`src/rtl/z_result_stage_pkg.sv`:
```
// rtl/z_result_stage_pkg.sv - opcodes, FSM state encoding and helpers for the ALU result stage
//   opc_t        : 5-bit opcode field, matching the ALU opcode encoding
//   OP_*         : opcodes the result stage treats specially
//   state_t      : write-back FSM state
//   is_two_word  : 1 for opcodes whose 64-bit result is returned as LO then HI
package z_result_stage_pkg;

  typedef logic [4:0] opc_t;

  localparam opc_t OP_MUL  = 5'b01110;
  localparam opc_t OP_DIV  = 5'b01111;
  localparam opc_t OP_MFHI = 5'b10111;
  localparam opc_t OP_MFLO = 5'b11000;
  localparam opc_t OP_NOP  = 5'b11001;
  localparam opc_t OP_HALT = 5'b11010;

  typedef enum logic [1:0] {
    ST_IDLE  = 2'd0,
    ST_WB_LO = 2'd1,
    ST_WB_HI = 2'd2
  } state_t;

  function automatic logic is_two_word(input opc_t op);
    return (op == OP_MUL) || (op == OP_DIV);
  endfunction

endpackage

```
`src/rtl/z_result_stage_if.sv`:
```
// rtl/z_result_stage_if.sv - capture strobe and result-word handshake between ALU, result stage and bus
//   z_in/c_in/opcode : capture side, driven upstream; busy returned by the stage
//   out_valid/out_data/out_is_hi : result word from the stage; out_ready from the consumer
//   modport slave  : the result stage
//   modport master : the surrounding datapath (upstream ALU and downstream consumer)
interface z_result_stage_if #(
  parameter int DATA_W = 32,
  parameter int OPC_W  = 5
);
  logic                  z_in;
  logic [2*DATA_W-1:0]   c_in;
  logic [OPC_W-1:0]      opcode;
  logic                  busy;
  logic                  out_valid;
  logic                  out_ready;
  logic [DATA_W-1:0]     out_data;
  logic                  out_is_hi;

  modport slave (
    input  z_in, c_in, opcode, out_ready,
    output busy, out_valid, out_data, out_is_hi
  );

  modport master (
    output z_in, c_in, opcode, out_ready,
    input  busy, out_valid, out_data, out_is_hi
  );
endinterface

```
`src/rtl/z_result_stage_hilo_regs.sv`:
```
// rtl/z_result_stage_hilo_regs.sv - architectural HI/LO register pair
//   clk, rst_n : clock and asynchronous active-low reset (loads RST_VAL into both)
//   we         : write HI and LO together
//   hi_d, lo_d : new HI/LO values
//   hi_q, lo_q : current HI/LO values
module hilo_regs #(
  parameter int                DATA_W  = 32,
  parameter logic [DATA_W-1:0] RST_VAL = '0
) (
  input  logic              clk,
  input  logic              rst_n,
  input  logic              we,
  input  logic [DATA_W-1:0] hi_d,
  input  logic [DATA_W-1:0] lo_d,
  output logic [DATA_W-1:0] hi_q,
  output logic [DATA_W-1:0] lo_q
);

  always_ff @(posedge clk or negedge rst_n) begin
    if (!rst_n) begin
      hi_q <= RST_VAL;
      lo_q <= RST_VAL;
    end else if (we) begin
      hi_q <= hi_d;
      lo_q <= lo_d;
    end
  end

endmodule

```
`src/rtl/z_result_stage.sv`:
```
// rtl/z_result_stage.sv - captures the ALU result and returns it to the bus as 32-bit words
//   clk        : clock, rising edge
//   clear      : asynchronous reset, active-low
//   bus        : capture strobe/result and out_valid/out_ready word handshake (slave side)
//   hi_out     : HI register, lo_out : LO register
//   flag_zero, flag_neg : registered result flags, built only when Z_FLAGS_EN is defined
//                         (constant 0 otherwise)
module z_result_stage
  import z_result_stage_pkg::*;
#(
  parameter int                DATA_W   = 32,
  parameter int                OPC_W    = 5,
  parameter logic [DATA_W-1:0] HILO_RST = '0
) (
  input  logic              clk,
  input  logic              clear,
  z_result_stage_if.slave   bus,
  output logic [DATA_W-1:0] hi_out,
  output logic [DATA_W-1:0] lo_out,
  output logic              flag_zero,
  output logic              flag_neg
);

  state_t            state;
  logic              two_word;
  logic [DATA_W-1:0] zhi;
  logic [DATA_W-1:0] zlo_next;
  opc_t              op;
  logic              final_word;
  logic              accept;
  logic              capture;
  logic              cap_two;
  logic              retire;

  assign op = opc_t'(bus.opcode);

  // The word on the bus is the last one of its result: either a single-word
  // result in WB_LO or the HI half of a mul/div.
  assign final_word = ((state == ST_WB_LO) && !two_word) || (state == ST_WB_HI);

  // Combinational in out_ready so a new result can be taken on the very edge
  // the last word retires, keeping the output stream gap-free.
  assign bus.busy = !((state == ST_IDLE) || (final_word && bus.out_ready));

  assign accept  = bus.z_in && !bus.busy;
  assign capture = accept && (op != OP_NOP) && (op != OP_HALT);
  assign cap_two = is_two_word(op);
  assign retire  = bus.out_valid && bus.out_ready;

  always_comb begin
    zlo_next = bus.c_in[DATA_W-1:0];
    if (op == OP_MFHI) begin
      zlo_next = hi_out;
    end else if (op == OP_MFLO) begin
      zlo_next = lo_out;
    end
  end

  hilo_regs #(
    .DATA_W  (DATA_W),
    .RST_VAL (HILO_RST)
  ) u_hilo (
    .clk   (clk),
    .rst_n (clear),
    .we    (capture && cap_two),
    .hi_d  (bus.c_in[2*DATA_W-1:DATA_W]),
    .lo_d  (bus.c_in[DATA_W-1:0]),
    .hi_q  (hi_out),
    .lo_q  (lo_out)
  );

  always_ff @(posedge clk or negedge clear) begin
    if (!clear) begin
      state         <= ST_IDLE;
      two_word      <= 1'b0;
      zhi           <= '0;
      bus.out_valid <= 1'b0;
      bus.out_data  <= '0;
      bus.out_is_hi <= 1'b0;
    end else if (capture) begin
      state         <= ST_WB_LO;
      two_word      <= cap_two;
      zhi           <= bus.c_in[2*DATA_W-1:DATA_W];
      bus.out_valid <= 1'b1;
      bus.out_data  <= zlo_next;
      bus.out_is_hi <= 1'b0;
    end else if (retire) begin
      if ((state == ST_WB_LO) && two_word) begin
        state         <= ST_WB_HI;
        bus.out_data  <= zhi;
        bus.out_is_hi <= 1'b1;
      end else begin
        state         <= ST_IDLE;
        bus.out_valid <= 1'b0;
        bus.out_is_hi <= 1'b0;
      end
    end
  end

`ifdef Z_FLAGS_EN
  always_ff @(posedge clk or negedge clear) begin
    if (!clear) begin
      flag_zero <= 1'b0;
      flag_neg  <= 1'b0;
    end else if (capture) begin
      if (cap_two) begin
        flag_zero <= (bus.c_in == '0);
        flag_neg  <= bus.c_in[2*DATA_W-1];
      end else begin
        flag_zero <= (zlo_next == '0);
        flag_neg  <= zlo_next[DATA_W-1];
      end
    end
  end
`else
  assign flag_zero = 1'b0;
  assign flag_neg  = 1'b0;
`endif

endmodule
```
`src/flat_wrapper.sv`:
```
// flat-port wrapper written by rule: the top's interface ports become plain ports
module z_result_stage_flat import z_result_stage_pkg::*;
#(
  parameter int                DATA_W   = 32,
  parameter int                OPC_W    = 5,
  parameter logic [DATA_W-1:0] HILO_RST = '0
)
  (clk, clear, hi_out, lo_out, flag_zero, flag_neg, bus_z_in, bus_c_in, bus_opcode, bus_out_ready, bus_busy, bus_out_valid, bus_out_data, bus_out_is_hi);
  z_result_stage_if #(.DATA_W(DATA_W), .OPC_W(OPC_W)) bus_i ();
  input  logic clk;
  input  logic clear;
  output logic [DATA_W-1:0] hi_out;
  output logic [DATA_W-1:0] lo_out;
  output logic flag_zero;
  output logic flag_neg;
  input wire logic [$bits(bus_i.z_in)-1:0] bus_z_in;
  input wire logic [$bits(bus_i.c_in)-1:0] bus_c_in;
  input wire logic [$bits(bus_i.opcode)-1:0] bus_opcode;
  input wire logic [$bits(bus_i.out_ready)-1:0] bus_out_ready;
  output wire logic [$bits(bus_i.busy)-1:0] bus_busy;
  output wire logic [$bits(bus_i.out_valid)-1:0] bus_out_valid;
  output wire logic [$bits(bus_i.out_data)-1:0] bus_out_data;
  output wire logic [$bits(bus_i.out_is_hi)-1:0] bus_out_is_hi;
  assign bus_i.z_in = bus_z_in;
  assign bus_i.c_in = bus_c_in;
  assign bus_i.opcode = bus_opcode;
  assign bus_i.out_ready = bus_out_ready;
  assign bus_busy = bus_i.busy;
  assign bus_out_valid = bus_i.out_valid;
  assign bus_out_data = bus_i.out_data;
  assign bus_out_is_hi = bus_i.out_is_hi;
  z_result_stage #(.DATA_W(DATA_W), .OPC_W(OPC_W), .HILO_RST(HILO_RST)) u_core (.clk(clk), .clear(clear), .bus(bus_i), .hi_out(hi_out), .lo_out(lo_out), .flag_zero(flag_zero), .flag_neg(flag_neg));
endmodule
```
`config.mk`:
```
export PLATFORM = sky130hd
export DESIGN_NAME = z_result_stage_flat
export DESIGN_NICKNAME = d
export VERILOG_FILES = /design/src/rtl/z_result_stage_pkg.sv /design/src/rtl/z_result_stage_if.sv /design/src/rtl/z_result_stage_hilo_regs.sv /design/src/rtl/z_result_stage.sv /design/src/flat_wrapper.sv
export SDC_FILE = /design/constraint.sdc
export NUM_CORES = 1
export LEC_CHECK = 0
export ABC_AREA = 1
export CORE_ASPECT_RATIO = 0.75
export CORE_MARGIN = 2
export CORE_UTILIZATION = 30
export DETAILED_ROUTE_END_ITERATION = 6
export GPL_ROUTABILITY_DRIVEN = 0
export PLACE_DENSITY_LB_ADDON = 0.1
export SYNTH_ARGS = -nofsm -noshare
export SYNTH_HDL_FRONTEND = slang
export SYNTH_HIERARCHICAL = 1
export SYNTH_SLANG_ARGS = --single-unit
```
`constraint.sdc`:
```
create_clock -name clk -period 4.3 [get_ports clk]
set_clock_uncertainty 0.1 [all_clocks]
set_input_delay 0.86 -clock clk [delete_from_list [all_inputs] [get_ports clk]]
set_output_delay 0.86 -clock clk [all_outputs]
set_load 0.1 [all_outputs]
```
==> results of run 1 <==
==> worst register-to-register path, stage by stage (launching register included) <==
cell,delay (ns)
dfrtp_1,0.45
nor2_1,0.13
nand2_1,0.05
nand2_1,0.11
nand3_2,0.08
buf_4,0.23
nand2_1,0.25
buf_4,0.42
nor2_1,0.09
a21oi_1,0.14
==> logic make-up after synthesis <==
family                 synth area share, %
AND/OR/NAND/NOR                       33.5
buffers and inverters                 7.65
flip-flops                            53.3
other                               0.0605
AO/OA/AOI/OAI                         5.49
==> cells in the final DEF (no fill, tap or decap), types with 14 or more instances in the layout <==
cell,n
a21oi_1,33
buf_4,14
clkbuf_16,17
clkdlybuf4s50_1,169
dfrtp_1,132
inv_1,39
nand2_1,371
nand3_1,99
nor2_1,36
o21ai_0,30
==> power breakdown <==
| part | total (mW) | internal (mW) | switching (mW) |
|---|---|---|---|
| logic | 3.55 | 0.759 | 2.79 |
| clock network | 1.55 | 0.984 | 0.561 |
| registers | 1.91 | 1.63 | 0.284 |
==> registers in the layout, summed over array words and instances, names as in the netlist <==
name	flops
u_core/bus.out_valid	1
u_core/u_hilo/hi_q	32
u_core/zhi	32
u_core/bus.out_data	32
u_core/u_hilo/lo_q	32
u_core/bus.out_is_hi	1
u_core/state	1
u_core/two_word	1
==> metrics by stage <==
stage	hold WS (ns)	worst slack (ns)
global placement	0.359	1.15
CTS	0.377	1.26
floorplan	0.344	1.51
finish	0.374	1.29
detailed placement	0.360	1.13
global route	0.383	1.21
==> worst paths after layout <==
path,start,end,slack [ns],depth (start not counted)
min,u_core/zhi[9]$_DFFE_PN0P_,u_core/zhi[9]$_DFFE_PN0P_,0.37,2
min reg2reg,u_core/zhi[9]$_DFFE_PN0P_,u_core/zhi[9]$_DFFE_PN0P_,0.37,2
max reg2reg,u_core/bus.out_is_hi$_DFFE_PN0P_,u_core/bus.out_data[11]$_DFFE_PN0P_,2.17,9
max in group asynchronous,clear,u_core/bus.out_data[11]$_DFFE_PN0P_,2.96,2
min in group asynchronous,clear,u_core/u_hilo/hi_q[22]$_DFFE_PN0P_,0.39,1
max,u_core/bus.out_is_hi$_DFFE_PN0P_,bus_out_is_hi,1.29,1
==> cell type report <==
class                   count  area, um^2  area share, %
repair buffers            185        1830           21.1
flip-flops and latches    132        3300           38.1
well taps                 258         323           3.72
clock inverters            11         178           2.05
clock buffers              19         443           5.11
inverters                  42         158           1.82
multi-input cells         583        2440           28.2
==> metal layers <==
layer | global-route usage, % | up-vias | share of wire, %
met4 | 4.42 | 2 | 0.69
met1 | 27.7 | 2746 | 50
met2 | 28.3 | 151 | 43
met5 | 0 | - | 0.064
li1 | - | 2838 | -
met3 | 5.38 | 13 | 5.9
==> key figures, run 1 <==
Outcome
  – Run status: complete, no violations

Cells and area
  – Fill count: 2063
  – Diode count: 0
  – Non-filler cells, final: 1230
  – Final Util: 42.8%
  – Nets@finish: 1034
  – Area Overhead vs Synth: 39.9%
  – Layout cells sized above 1: 5.56%
  – Fin area: 8670 um^2

Worst setup path
  – Max Fanout on Critical Path: 6
  – Critical path startpoint category: register
  – Largest delay share family, worst path: buffers and inverters
  – Worst Path Required: 3.34 ns
  – Worst path slowest cell: clkdlybuf4s50_1
  – Worst Path Buf+Inv: 1
  – Setup Crit Path Kind: reg2out
  – Data arrival, critical path: 2.05 ns
  – Critical path's largest stage delay: 1.19 ns
  – CP Cell Sequence: clkdlybuf4s50_1
  – Crit. End Element: output port

Route
  – DR vias: 5750
  – DRT antenna net count: 0
  – DR WL/cell: 16.5 um
  – DR iter-0 viols: 388
  – DRC: 0
  – Via density: 4.67
  – Routed wire length: 20300 um
  – Drt pass-1 iters: 5

Floorplan
  – FP Rows: 45
  – Total I/O pin count: 174
  – Width of the chip: 170 um
  – Initial core utilization: 30.6%
  – Core Area: 20300 um^2
  – Die Height: 128 um
  – Die area: 21800 um^2

Placed design
  – PortBufs: 171
  – Final HPWL DP: 13000 um
  – Placed instance area: 8050 um^2
  – DP Cell Count: 1200

STA
  – Worst slew pin tran: 1.04 ns
  – Final Max Slew Viols: 0
  – Fin crit period: 3.01 ns
  – Highest clock rate: 332 MHz
  – Final Hold Vio Count: 0
  – Unrepaired setup endpoints after global routing: no
  – Final setup fails: 0
  – Final worst path period share: 70.1%
  – Max-slew headroom: 30.6%
  – Final total negative setup slack: 0 ns

Clock network
  – CTS resizes: 0
  – Total CTS buffers: 17
  – CTS tree: done
  – H-tree Lvls: 4
  – Max clock buf depth: 2
  – Cts hold-fix bufs: 0
  – Clock transition at the registers of the reported paths: 0.06 ns
  – Post-CTS Setup Inserts: 0
  – Root Driver: clkbuf_16
  – Clk_lat worst skew: 0.42 ns
  – CTS sink cnt: 132

Power and ir drop
  – Leak pwr: 4.16 nW
  – Power per standard cell area: 808 nW/um^2
  – Pwr Total: 7.01 mW
  – VDD IR max: 392 uV

Synth
  – Asr flop ratio synth: 100%
  – Yosys cell types: 20
  – Leading area contributor after synthesis: dfrtp_1
  – Cell count after synthesis: 806
  – Sequential element share of the synthesized area: 53.3%
  – YS warnings: 6
  – Most common cell in the netlist: nand2_1
  – Synth top area cells: dfrtp_1, nand2_1, nand3_1
  – Post-synth top flop: dfrtp_1
  – Number of synthesized flops with an enable pin: 0
  – Avg Cell Area, Syn: 7.69 um^2
  – Commonest cells post-synth: nand2_1, dfrtp_1, nand3_1, inv_1, nor2_1
  – Yosys top cell area share: 53.3%
  – Synthesized flop and latch total: 132
  – Synth Cell Area: 6200 um^2

Global routing
  – Initial antenna violation count: 1
  – Vias in the first global route: 5609
  – Pin count of the biggest net entering global routing: 86
  – GRT Util Overall: 19.1%
  – First-pass GRT wire length: 31700 um
  – GRT Residual Overflow: 0

Job
  – Maxcap violations: 0

Min path
  – Worst Hold Class: reg2reg
Power figures use the tool's default switching activity.
==> run 2, diff against run 1 <==
==> constraint.sdc (replaced) <==
create_clock -name clk -period 2.45 [get_ports clk]
set_clock_uncertainty 0.1 [all_clocks]
set_input_delay 0.49 -clock clk [delete_from_list [all_inputs] [get_ports clk]]
set_output_delay 0.49 -clock clk [all_outputs]
set_load 0.1 [all_outputs]
==> key figures, run 2 (synthesis gave the netlist of run 1 again) <==
Power and ir drop
  – Clock power frac: 20.5% (-1.6 points)
  – Sequential share of power: 28.3% (+1.0 points)
  – Power per standard cell area: 1380 nW/um^2 (+71%)
  – Pwr Total: 11.9 mW (+70%)
  – Comb pwr share: 51.2% (+0.6 points)
  – Cell-internal power: 5.51 mW (+63%)
  – Sw Ratio: 53.7% (+1.9 points)
  – VDD IR max: 671 uV (+71%)
  – Switching pwr: 6.40 mW (+76%)
  – Leak pwr: 4.39 nW (+5.5%)

Worst setup path
  – Worst path slowest cell: clkdlybuf4s50_1
  – Cell mode on critical path: nand2_1
  – Critical path's largest stage delay: 0.55 ns (-0.64 ns)
  – Crit. End Element: output port
  – Worst Path Required: 1.86 ns (-1.48 ns)
  – Max Fanout on Critical Path: 5 (-1)
  – Data arrival, critical path: 1.58 ns (-0.47 ns)
  – Critical path startpoint category: input pin
  – Setup Crit Path Kind: in2out
  – CP Cell Sequence: clkdlybuf4s50_1 -> inv_1 -> nand2_1 -> nand2_1 -> nand2_1 -> inv_1 -> buf_12

Floorplan
  – Die Height: 128 um (unchanged)
  – Width of the chip: 170 um (unchanged)
  – Total I/O pin count: 174 (unchanged)
  – Core Area: 20300 um^2 (unchanged)
  – FP Rows: 45 (unchanged)
  – Die area: 21800 um^2 (unchanged)
  – Initial core utilization: 30.6% (unchanged)

Clock network
  – Max clock buf depth: 2 (unchanged)
  – Root Driver: clkbuf_16
  – Clk_lat worst skew: 0.41 ns (about the same)
  – CTS sink cnt: 132 (unchanged)
  – CTS resizes: 0 (unchanged)
  – Total CTS buffers: 17 (unchanged)
  – H-tree Lvls: 4 (unchanged)
  – CTS tree: done
  – Clock transition at the registers of the reported paths: 0.06 ns (about the same)

Route
  – DR vias: 5725 (-0.43%)
  – Drt pass-1 iters: 5 (unchanged)
  – DRC: 0 (unchanged)
  – DR iter-0 viols: 437 (+13%)
  – Via density: 4.60 (-1.6%)
  – Routed wire length: 20300 um (-0.21%)
  – DRT antenna net count: 0 (unchanged)
  – DR WL/cell: 16.3 um (-1.3%)

Placed design
  – PortBufs: 171 (unchanged)
  – Final HPWL DP: 13700 um (+4.9%)

Job
  – Maxcap violations: 0 (unchanged)

Global routing
  – GRT Util Overall: 19.2% (+0.10 points)
  – Pin count of the biggest net entering global routing: 67 (-22%)
  – Vias in the first global route: 5607 (-0.036%)
  – GRT Residual Overflow: 0 (unchanged)
  – Initial antenna violation count: 0 (-1)
  – First-pass GRT wire length: 31900 um (+0.59%)

STA
  – Final setup fails: 0 (unchanged)
  – Highest clock rate: 462 MHz
  – Unrepaired setup endpoints after global routing: no
  – Final total negative setup slack: 0 ns (unchanged)
  – Final worst path period share: 88.4%
  – Final Hold Vio Count: 0 (unchanged)
  – Fin crit period: 2.17 ns
  – Final Max Slew Viols: 0 (unchanged)

Cells and area
  – Layout cells sized above 1: 16.7% (+11 points)
  – Most frequent cells in the layout: nand2_1, dfrtp_1, buf_4
  – Most common cell after layout, fill and taps aside: nand2_1
  – Nets@finish: 1047 (+1.3%)
  – Diode count: 0 (unchanged)
  – Area Overhead vs Synth: 39.4%

Min path
  – Worst Hold Class: reg2reg

Outcome
  – Run status: complete, no violations
## run 2: cell types whose count changed in the layout (fill, tap and decap cells not counted), sizes merged, moves of 2 or more
cell,previous run,this run
clkinv,3,5
buf,16,126
bufinv,4,1
clkdlybuf4s50,169,71
## run 2: cell type report
type	count	area, um^2
Sequential cell	132	3300
Timing Repair Buffer	198	1860
Multi-Input combinational cell	583	2440
Clock inverter	11	103
Fill cell	2106	11600
Inverter	42	158
Clock buffer	20	457
Tap cell	258	323
## run 2: power by group through the flow
stage	sequential (mW)	combinational (mW)	clock [mW]
after global routing	3.47	6.37	2.60
after CTS	3.38	6.13	2.49
after floorplan	7.07	0.920	0
after global placement	3.42	6.10	0
final	3.37	6.10	2.44
after detailed placement	3.41	6.13	0
## run 2: final timing paths
check	from	end	slack, ns	cells past startpoint
worst max-delay path	bus_out_ready	bus_busy	0.28	7
worst min-delay path	u_core/zhi[1]$_DFFE_PN0P_	u_core/zhi[1]$_DFFE_PN0P_	0.37	2
worst max register to register	u_core/state[0]$_DFFE_PN0P_	u_core/u_hilo/hi_q[18]$_DFFE_PN0P_	0.75	11
worst min register to register	u_core/zhi[1]$_DFFE_PN0P_	u_core/zhi[1]$_DFFE_PN0P_	0.37	2
max in group asynchronous	clear	u_core/u_hilo/lo_q[8]$_DFFE_PN0P_	1.06	3
min in group asynchronous	clear	u_core/zhi[20]$_DFFE_PN0P_	0.50	2
## run 2: stage by stage
stage | std cells | area, um^2 | hold slack (ns) | setup slack [ns] | util (%)
after global routing | 1244 | 8640 | 0.395 | 0.198 | 42.6
after global placement | 1212 | 8070 | 0.360 | 0.0695 | 39.8
final | 1244 | 8640 | 0.372 | 0.283 | 42.6
after CTS | 1244 | 8640 | 0.376 | 0.280 | 42.6
after detailed placement | 1212 | 8070 | 0.360 | 0.0773 | 39.8
after floorplan | 807 | 6200 | 0.0944 | 0.0310 | -
## run 2: critical path, delay by kind of cell
kind	cells	cell delay, ns
buf+inv	4	0.87
simple gates	3	0.22
## run 2: routing by layer
layer	vias up	share of wire (%)	global-route usage (%)
met2	159	41	26.6
met1	2691	52	29.3
met5	-	0	0
met4	0	0.89	5.43
li1	2861	-	-
met3	14	6.3	4.74
## run 2: repair_timing
item	CTS	global route
endpoints found under the hold margin	47	0
setup buffers	0	0
endpoints found under the setup margin	0	0
hold buffers	1	0
